<file path="src/rtl/cksum_engine_if.sv">
`default_nettype none
// ============================================================================
//  Module      : cksum_engine_if
//  Description : Byte-addressed memory port used by the checksum engine.
//                The engine is the master and issues accesses. The memory is
//                the slave and completes them with mem_ready_i.
//  Revision    : 1.0  initial release
// ============================================================================
interface cksum_engine_if #(
    parameter int ADDR_W = 32
);
    logic              mem_ce_o;
    logic              mem_we_o;
    logic [ADDR_W-1:0] mem_addr_o;
    logic [3:0]        mem_width_o;
    logic [31:0]       mem_data_o;
    logic [31:0]       mem_data_i;
    logic              mem_ready_i;

    modport master (
        output mem_ce_o, mem_we_o, mem_addr_o, mem_width_o, mem_data_o,
        input  mem_data_i, mem_ready_i
    );

    modport slave (
        input  mem_ce_o, mem_we_o, mem_addr_o, mem_width_o, mem_data_o,
        output mem_data_i, mem_ready_i
    );
endinterface
`default_nettype wire

</file>
<file path="src/rtl/cksum_engine.sv">
`default_nettype none
// ============================================================================
//  Module      : cksum_engine
//  Description : Internet (ones'-complement) checksum engine. The engine reads
//                a byte field from memory and accumulates it as 16-bit words,
//                then folds the sum. In GENERATE mode it stores the
//                complemented sum. In VERIFY mode it checks that the folded
//                sum is 16'hFFFF.
//  Revision    : 1.0  initial release
// ============================================================================
module cksum_engine #(
    parameter int ADDR_W     = 32,
    parameter int BEAT_BYTES = 4,
    parameter int ACC_W      = 32
) (
    input  wire logic              clk,
    input  wire logic              rst,
    input  wire logic              start_i,
    input  wire logic              mode_i,
    input  wire logic [ADDR_W-1:0] field_start_i,
    input  wire logic [15:0]       field_len_i,
    input  wire logic [ADDR_W-1:0] dst_field_start_i,
    input  wire logic [15:0]       seed_i,
    cksum_engine_if.master         mem,
    output logic                   busy_o,
    output logic                   done_o,
    output logic                   ok_o,
    output logic [15:0]            cksum_o
);

    // The first fold must be at least 17 bits wide so that the second fold
    // can always take a carry slice above bit 15.
    localparam int c_FOLD_W = ((ACC_W - 15) > 17) ? (ACC_W - 15) : 17;
    localparam logic [ADDR_W-1:0] c_ALIGN_MASK = ADDR_W'(BEAT_BYTES - 1);

    typedef enum logic [2:0] {
        ST_IDLE  = 3'd0,
        ST_CLEAR = 3'd1,
        ST_READ  = 3'd2,
        ST_FOLD  = 3'd3,
        ST_WRITE = 3'd4,
        ST_DONE  = 3'd5
    } state_t;

    state_t            r_state;
    state_t            w_next;
    logic              r_mode;
    logic [ADDR_W-1:0] r_addr;
    logic [ADDR_W-1:0] r_dst;
    logic [15:0]       r_remaining;
    logic [ACC_W-1:0]  r_acc;
    logic [15:0]       r_cksum;
    logic              r_ok;

    logic [3:0]        w_width;
    logic [16:0]       w_beat_sum;
    logic [c_FOLD_W-1:0] w_fold1;
    logic [16:0]       w_fold2;
    logic [15:0]       w_sum16;

    // Choose the read width: a full beat only when it is aligned and fits.
    always_comb begin
        if ((r_remaining >= 16'(BEAT_BYTES)) && ((r_addr & c_ALIGN_MASK) == '0))
            w_width = 4'(BEAT_BYTES);
        else if (r_remaining >= 16'd2)
            w_width = 4'd2;
        else
            w_width = 4'd1;
    end

    // Convert the returned read data into 16-bit word contributions.
    // A lone trailing byte is the high half of a zero-padded word.
    always_comb begin
        case (w_width)
            4'd4:    w_beat_sum = 17'(mem.mem_data_i[31:16]) + 17'(mem.mem_data_i[15:0]);
            4'd2:    w_beat_sum = 17'(mem.mem_data_i[15:0]);
            default: w_beat_sum = {1'b0, mem.mem_data_i[7:0], 8'h00};
        endcase
    end

    // Fold the accumulator to 16 bits with two end-around-carry folds.
    always_comb begin
        w_fold1 = c_FOLD_W'(r_acc[15:0]) + c_FOLD_W'(r_acc[ACC_W-1:16]);
        w_fold2 = 17'(w_fold1[15:0]) + 17'(w_fold1[c_FOLD_W-1:16]);
        w_sum16 = w_fold2[15:0];
    end

    // State register.
    always_ff @(posedge clk) begin
        if (rst)
            r_state <= ST_IDLE;
        else
            r_state <= w_next;
    end

    // Compute the next state. Unknown encodings fall back to IDLE.
    always_comb begin
        w_next = r_state;
        case (r_state)
            ST_IDLE:  if (start_i) w_next = mode_i ? ST_READ : ST_CLEAR;
            ST_CLEAR: if (mem.mem_ready_i) w_next = ST_READ;
            ST_READ:  if (r_remaining == 16'd0) w_next = ST_FOLD;
            ST_FOLD:  w_next = r_mode ? ST_DONE : ST_WRITE;
            ST_WRITE: if (mem.mem_ready_i) w_next = ST_DONE;
            ST_DONE:  if (!start_i) w_next = ST_IDLE;
            default:  w_next = ST_IDLE;
        endcase
    end

    // Latch the job on start, accumulate read beats, and fold the result.
    always_ff @(posedge clk) begin
        if (rst) begin
            r_mode      <= 1'b0;
            r_addr      <= '0;
            r_dst       <= '0;
            r_remaining <= '0;
            r_acc       <= '0;
            r_cksum     <= '0;
            r_ok        <= 1'b0;
        end else begin
            case (r_state)
                ST_IDLE: begin
                    if (start_i) begin
                        r_mode      <= mode_i;
                        r_addr      <= field_start_i;
                        r_dst       <= dst_field_start_i;
                        r_remaining <= field_len_i;
                        r_acc       <= ACC_W'(seed_i);
                        r_cksum     <= '0;
                        r_ok        <= 1'b0;
                    end
                end
                ST_READ: begin
                    if ((r_remaining != 16'd0) && mem.mem_ready_i) begin
                        r_acc       <= r_acc + ACC_W'(w_beat_sum);
                        r_addr      <= r_addr + ADDR_W'(w_width);
                        r_remaining <= r_remaining - 16'(w_width);
                    end
                end
                ST_FOLD: begin
                    r_cksum <= ~w_sum16;
                    r_ok    <= r_mode ? (w_sum16 == 16'hFFFF) : 1'b1;
                end
                default: ;
            endcase
        end
    end

    // Drive the memory port. The port is driven only from registered state,
    // so the request holds steady while the memory stalls.
    always_comb begin
        mem.mem_ce_o    = 1'b0;
        mem.mem_we_o    = 1'b0;
        mem.mem_addr_o  = '0;
        mem.mem_width_o = 4'd0;
        mem.mem_data_o  = 32'd0;
        case (r_state)
            ST_CLEAR: begin
                mem.mem_ce_o    = 1'b1;
                mem.mem_we_o    = 1'b1;
                mem.mem_addr_o  = r_dst;
                mem.mem_width_o = 4'd2;
            end
            ST_READ: begin
                if (r_remaining != 16'd0) begin
                    mem.mem_ce_o    = 1'b1;
                    mem.mem_addr_o  = r_addr;
                    mem.mem_width_o = w_width;
                end
            end
            ST_WRITE: begin
                mem.mem_ce_o    = 1'b1;
                mem.mem_we_o    = 1'b1;
                mem.mem_addr_o  = r_dst;
                mem.mem_width_o = 4'd2;
                mem.mem_data_o  = {16'h0000, r_cksum};
            end
            default: ;
        endcase
    end

    // Status outputs.
    always_comb begin
        busy_o  = (r_state != ST_IDLE) && (r_state != ST_DONE);
        done_o  = (r_state == ST_DONE);
        ok_o    = r_ok;
        cksum_o = r_cksum;
    end

endmodule
`default_nettype wire

</file>
<file path="src/flat_wrapper.sv">
// flat-port wrapper written by rule: the top's interface ports become plain ports
module cksum_engine_flat 
#(
    parameter int ADDR_W     = 32,
    parameter int BEAT_BYTES = 4,
    parameter int ACC_W      = 32
)
  (clk, rst, start_i, mode_i, field_start_i, field_len_i, dst_field_start_i, seed_i, busy_o, done_o, ok_o, cksum_o, mem_mem_ce_o, mem_mem_we_o, mem_mem_addr_o, mem_mem_width_o, mem_mem_data_o, mem_mem_data_i, mem_mem_ready_i);
  cksum_engine_if #(.ADDR_W(ADDR_W)) mem_i ();
  input  wire logic clk;
  input  wire logic rst;
  input  wire logic start_i;
  input  wire logic mode_i;
  input  wire logic [ADDR_W-1:0] field_start_i;
  input  wire logic [15:0] field_len_i;
  input  wire logic [ADDR_W-1:0] dst_field_start_i;
  input  wire logic [15:0] seed_i;
  output logic busy_o;
  output logic done_o;
  output logic ok_o;
  output logic [15:0] cksum_o;
  output wire logic [$bits(mem_i.mem_ce_o)-1:0] mem_mem_ce_o;
  output wire logic [$bits(mem_i.mem_we_o)-1:0] mem_mem_we_o;
  output wire logic [$bits(mem_i.mem_addr_o)-1:0] mem_mem_addr_o;
  output wire logic [$bits(mem_i.mem_width_o)-1:0] mem_mem_width_o;
  output wire logic [$bits(mem_i.mem_data_o)-1:0] mem_mem_data_o;
  input wire logic [$bits(mem_i.mem_data_i)-1:0] mem_mem_data_i;
  input wire logic [$bits(mem_i.mem_ready_i)-1:0] mem_mem_ready_i;
  assign mem_mem_ce_o = mem_i.mem_ce_o;
  assign mem_mem_we_o = mem_i.mem_we_o;
  assign mem_mem_addr_o = mem_i.mem_addr_o;
  assign mem_mem_width_o = mem_i.mem_width_o;
  assign mem_mem_data_o = mem_i.mem_data_o;
  assign mem_i.mem_data_i = mem_mem_data_i;
  assign mem_i.mem_ready_i = mem_mem_ready_i;
  cksum_engine #(.ADDR_W(ADDR_W), .BEAT_BYTES(BEAT_BYTES), .ACC_W(ACC_W)) u_core (.clk(clk), .rst(rst), .start_i(start_i), .mode_i(mode_i), .field_start_i(field_start_i), .field_len_i(field_len_i), .dst_field_start_i(dst_field_start_i), .seed_i(seed_i), .mem(mem_i), .busy_o(busy_o), .done_o(done_o), .ok_o(ok_o), .cksum_o(cksum_o));
endmodule
</file>
<file path="config.mk">
export PLATFORM = sky130hd
export DESIGN_NAME = cksum_engine_flat
export DESIGN_NICKNAME = d
export VERILOG_FILES = /design/src/rtl/cksum_engine_if.sv /design/src/rtl/cksum_engine.sv /design/src/flat_wrapper.sv
export SDC_FILE = /design/constraint.sdc
export NUM_CORES = 1
export LEC_CHECK = 0
export ABC_AREA = 0
export ABC_CLOCK_PERIOD_IN_PS = 6300
export CAP_MARGIN = 40
export CORE_MARGIN = 2
export CORE_UTILIZATION = 45
export CTS_BUF_LIST = sky130_fd_sc_hd__clkbuf_8
export CTS_CLUSTER_DIAMETER = 50
export DETAILED_ROUTE_END_ITERATION = 12
export PLACE_DENSITY = 0.73
export SLEW_MARGIN = 20
export SYNTH_ARGS = -nofsm -noshare
export SYNTH_HDL_FRONTEND = slang
export SYNTH_SLANG_ARGS = --single-unit
</file>
<file path="constraint.sdc">
create_clock -name clk -period 6.3 [get_ports clk]
set_input_delay 1.575 -clock clk [delete_from_list [all_inputs] [get_ports clk]]
set_output_delay 1.575 -clock clk [all_outputs]
set_load 0.005 [all_outputs]
</file>
---- Word level (Yosys, flattened, before mapping) ----
Cells that the tools add are included.
word-level totals
  register bits after elaboration ......... 133
  latch bits .............................. 0
  RAM bits ................................ 0
  ROM bits ................................ 0
  word-level logic and storage cells ...... 80
  memories ................................ 0
operators by class
  $add $sub $neg .......................... 6
  $mul .................................... 0
  div/mod/pow operators ................... 0
  magnitude comparators ................... 2
  equality and inequality tests ........... 15
  shift-type cells ........................ 0
  mux-type cells .......................... 33
  bitwise logic cells ..................... 1
  reductions and logical operators ........ 15
operator list
  operator                                                                number
  32-bit one-hot mux with 2 select lines                                  3
  32-bit two-way mux                                                      5
  16-bit two-way mux                                                      4
  16-bit one-hot mux with 2 select lines                                  2
  16-bit by 16-bit adder with 17-bit output                               2
  17-bit one-hot mux with 2 select lines                                  1
  32-bit by 17-bit adder with 32-bit output                               1
  32-bit by 4-bit adder with 32-bit output                                1
  32-bit logical NOT                                                      1
  3-bit two-way mux                                                       6
  3-bit one-hot mux with 6 select lines                                   1
  16-bit by 1-bit adder with 16-bit output                                1
  16-bit == test, second input constant                                   1
  16-bit by 2-bit >= comparator with 1-bit output, second input constant  1
  16-bit by 3-bit >= comparator with 1-bit output, second input constant  1
  16-bit logical NOT                                                      1
  16-bit inverter                                                         1
  16-bit nonzero test                                                     1
  16-bit by 4-bit subtractor with 16-bit output                           1
  2-bit inequality test, second input constant                            4
  4-bit one-hot mux with 2 select lines                                   1
  3-bit by 2-bit == test with 1-bit output, second input constant         2
  3-bit == test, second input constant                                    2
  1-bit two-way mux                                                       5
  other kinds (16)                                                        23

---- Longest topological paths before layout ----
  depth in word-level cells ............... 8
  gate-level depth with buffers ........... 23
  gate-level depth less buffers ........... 23

---- Least setup slack after synthesis ----
No wires, ideal clock.
  path kind ............................... input to register
  from .................................... in mem_mem_data_i[0]
  to ...................................... reg u_core.r_acc[25]
  arrival ................................. 5.267 ns
  path slack .............................. 0.905 ns
  stages .................................. 21
  path buffers ............................ 0
  cells stage by stage .................... ha_1 > inv_1 > fa_1 > nor2b_1 > o21ai_0 > a21boi_0 > o21ai_0 > a21oi_1 > o21ai_0 > a21o_1 > a211oi_1 > o211ai_1 > a21bo_2 > a21oi_1 > ha_1 > nand3_1 > o32a_1 > a211oi_1 > nand3_1 > xor2_1 > nor2_1
between the ends
  longest elaborated chain between the ends .. 5
ends and longest elaborated chain
  what                                           line                 source
  start: declaration                             flat_wrapper.sv:27   input wire logic [$bits(mem_i.mem_data_i)-1:0] mem_mem_data_i;
  16-bit by 16-bit adder with 17-bit output      cksum_engine.sv:75   4'd4: w_beat_sum = 17'(mem.mem_data_i[31:16]) + 17'(mem.mem_data_i[15:0]);
  17-bit one-hot mux with 2 select lines (*)     cksum_engine.sv:74   case (w_width)
  32-bit by 17-bit adder with 32-bit output (*)  cksum_engine.sv:135  r_acc <= r_acc + ACC_W'(w_beat_sum);
  32-bit two-way mux (*)                         cksum_engine.sv:134  if ((r_remaining != 16'd0) && mem.mem_ready_i) begin
  32-bit one-hot mux with 2 select lines (*)     cksum_engine.sv:121  case (r_state)
  end signal: assignment                         cksum_engine.sv:128  r_acc <= ACC_W'(seed_i);
  end signal: assignment                         cksum_engine.sv:135
  end: declaration                               cksum_engine.sv:51   logic [ACC_W-1:0] r_acc;
Mark *: on every way between the ends. The rest lies on a longest branch, timed or not. The select of a mux whose other input is x is not followed.
A chain may end at the register's enable or synchronous reset.

---- Worst setup path after layout ----
  from .................................... in mem_mem_data_i[0]
  to ...................................... reg u_core.r_acc[23]
The elaborated chain is that of the path after synthesis.

==> results.md <==
* Final WL at 27830 µm
* Period utilisation layout at 90.69%
* Synth Area in Compound Gates at 25.37%
* Met3 wire length at 1581 µm
* Tot GR Track Use at 24.76%
* Cts hold-fix bufs at 0
* Reg2reg start: u_core.r_remaining[9]
* EDFF count, synth at 0
* Critical path type: input port to register
* Seq cells post-synth at 133
* Cts bufs inserted at 17
* Max-cap viol count at 0
* Synth Flop Type: dfxtp_1
* Synthesized area at 0.009310 mm²
* TritonRoute pass-1 iters at 5
* Crit-path max cell delay at 0.51 ns
* CP max-delay cell: clkdlybuf4s50_1
* Root buffer cell: clkbuf_8
* CTS tree: built
* CP Max Fanout at 6
* Crit path DAT at 6.04 ns
* Req. time, crit path at 6.63 ns
* Crit path from: mem_mem_data_i[0]
* Site row count at 52
* Overall Power at 3.265 mW
* Final hold violations at 0
* Max transition margin at 50.26%
* Largest net degree at the start of global routing at 79
* Synthesized instance count at 1213
* Critical Path End Type: register
* FF-to-FF setup slack at 0.96 ns
* Initial DRC count at 503
* Post-Synth Simple-Gate Area at 23.56%
* Number of distinct library cells after synthesis at 83
* Initial antenna violation count at 1
* Multiplexer share of the synthesized area at 0.2285%
* Worst hold stages at 2
* Post-CTS setup buffer count at 0
* CTS H-Tree Depth at 4
* Status: finished clean
* Sequential share of the synthesized area at 28.60%
* Dpl hpwl at 20780 µm
* Final net count at 1584
* Post-synthesis xor/xnor area fraction at 7.486%
* I/O Pins at 222
* Depth of the most critical reg-to-reg path at 22
* First-pass GRT wire length at 44180 µm
* Most frequent cells in the layout: 203 x clkdlybuf4s50_1, 137 x nand2_1, 133 x dfxtp_1, 131 x nor2_1, 107 x a21oi_1
* Share of layout cells above drive strength 1 at 5.991%
* Vias in the first global route at 8737
* Die height at 147.8 µm
* CTS max path bufs at 2
* Largest family of logic cells by synthesized area: compound AO/OA/AOI/OAI gates
* Routed via count at 9392
* Max Slew Vio Count at 0
* RSZ-0062 raised after global routing: false
* Endpoint, Worst Hold: u_core.r_dst[26]
* Worst-Skew Late Latency at 0.46 ns
* FF-to-FF End: u_core.r_acc[18]
* Slew @ Worst Pin at 0.7461 ns
* Top Layer Used: met4
* Clock Sinks at 133
* Routed metal-1 wirelength at 12770 µm
* Initial Util at 45.86%
* Syn Area/Cell at 7.675 µm²
* Most common cell after layout, fill and taps aside: clkdlybuf4s50_1
* Die X at 147.8 µm
* Post_cts resized at 0
* Area growth syn-to-layout at 28.77%
* Startpoint Class: input port
* Min Clock Period, post-route at 5.713 ns
* Crit path top cell by count: o21ai_0
* Peak supply drop at 196.6 µV
* Die ar. at 0.02186 mm²
* Leakage at 4.657 nW
* Power per cell area at 272.4 mW/mm²
* Synth Warn # at 0
* # port buffers at 204
* # setup viols final at 0
* Clock transition at the registers of the reported paths at 0.09 ns
* DRC at 0
* Async S/R FF share, synth at 0%
* Antenna-violating nets left at 0
* Met2 wire length at 13060 µm
* Adder-Cell Fraction of Synth Area at 8.735%
* Grt ovf at 0
* Drt via density at 5.614
* WL/cell at 16.64 µm
* Final GP Congestion at 0.8836
* Setup TNS at 0 ns
* Hold WC Path Type: register to register
* Critical-path cell list: clkdlybuf4s50_1 -> ha_1 -> inv_1 -> fa_1 -> nor2b_1 -> o21ai_0 -> a21boi_0 -> o21ai_0 -> a21oi_1 -> o21ai_0 -> a21o_1 -> a211oi_1 -> o211ai_1 -> a21bo_2 -> a21oi_1 -> ha_1 -> nand3_1 -> o32a_1 -> a211oi_1 -> buf_4 -> nand3_1 -> xor2_1 -> nor2_1
* Layout Skew at 0.01756 ns
* Fmax at 175.0 MHz
* Placeable Area at 0.02030 mm²
* Hold_sp: u_core.r_dst[26]
[sequential cells by signal, summed over array words and instances, names as in the netlist]
register and count:
u_core.r_acc 32, u_core.r_addr 32, u_core.r_dst 32, u_core.cksum_o 16, u_core.r_remaining 16, u_core.r_state 3
u_core.ok_o 1, u_core.r_mode 1
[area by class of cell]
class / instances / area, µm²
repair buffers: 224 / 2257
clock buffers: 19 / 261.5
clock inverters: 13 / 160.2
diodes: 1 / 2.502
well taps: 270 / 337.8
flip-flops and latches: 133 / 2663
fillers: 1888 / 8310
multi-input cells: 975 / 6165
inverters: 38 / 142.6
[cells in the mapped netlist, drive strengths merged (4+ instances only)]
cell type / n / area [µm²]
nor2: 133 / 501.7
nand2b: 9 / 56.30
o31ai: 6 / 58.81
fa: 5 / 100.1
a31oi: 17 / 106.4
o221ai: 4 / 35.03
o21ai: 57 / 285.3
xor2: 37 / 324.1
nand3b: 4 / 30.03
nor3: 29 / 150.1
buf: 24 / 165.2
o21a: 6 / 45.04
and2: 22 / 137.6
a311oi: 5 / 61.31
a21oi: 110 / 569.3
a22o: 31 / 271.5
a21boi: 4 / 30.03
or3: 10 / 67.56
nor4: 4 / 25.02
nand3: 51 / 260.3
a211oi: 22 / 177.7
a21o: 15 / 115.1
a32oi: 4 / 35.03
a22oi: 8 / 60.06
nand4: 9 / 56.30
a221oi: 23 / 201.4
or4: 5 / 37.54
and3: 24 / 151.4
dfxtp: 133 / 2663
nor3b: 5 / 37.54
xnor2: 40 / 350.3
ha: 57 / 713.2
o211ai: 5 / 42.54
inv: 37 / 138.9
nor2b: 14 / 87.58
o22ai: 11 / 75.07
or2: 7 / 43.79
clkbuf: 58 / 237.7
nand2: 139 / 524.3
[worst max-delay path by stage]
stage	end	slack, ns	cells past startpoint
after global routing	u_core.r_acc[31]	0.06	23
after global placement	u_core.r_acc[27]	0.29	23
after detailed placement	u_core.r_acc[23]	0.17	23
after floorplan	u_core.r_acc[25]	0.91	21
after CTS	u_core.r_acc[23]	0.64	23
final	u_core.r_acc[23]	0.59	23
[power by group]
group | switching (mW) | total, mW | internal [mW]
registers | 0.128 | 1.08 | 0.954
logic | 0.784 | 1.42 | 0.632
clock network | 0.382 | 0.769 | 0.387
[per-layer routing]
layer  GRT usage, %  vias up
li1               -     4682
met1          33.37     4393
met2          41.21      294
met3          3.951       23
met4          6.857        0
met5              0        -
[worst max-delay path: cells and delay by family]
kind / cells / cell delay [ns]
adders and majority gates: 3 / 0.94
AOI/OAI and AO/OA: 12 / 2.28
buffers and inverters: 3 / 0.75
xor gates and xnor gates: 1 / 0.16
and+or+nand+nor: 4 / 0.36
[cell families after synthesis]
group | Yosys count
buffers and inverters | 121
DFF | 133
adders and majority gates | 62
and+or+nand+nor | 468
muxes | 2
other | 1
xor gates and xnor gates | 78
AOI/OAI and AO/OA | 348
[per-stage QoR]
| step | cells | hold WS (ns) | area [µm²] | utilization [%] | setup WS (ns) |
|---|---|---|---|---|---|
| after floorplan | 1229 | 0.4366 | 9370 | - | 0.9050 |
| after global placement | 1633 | 0.4440 | 11440 | 56.38 | 0.2881 |
| after detailed placement | 1639 | 0.4470 | 11540 | 56.84 | 0.1732 |
| after CTS | 1671 | 0.4589 | 11960 | 58.91 | 0.6375 |
| after global routing | 1673 | 0.4743 | 11990 | 59.06 | 0.06072 |
| final | 1673 | 0.4580 | 11990 | 59.06 | 0.5867 |
Power figures use the tool's default switching activity.
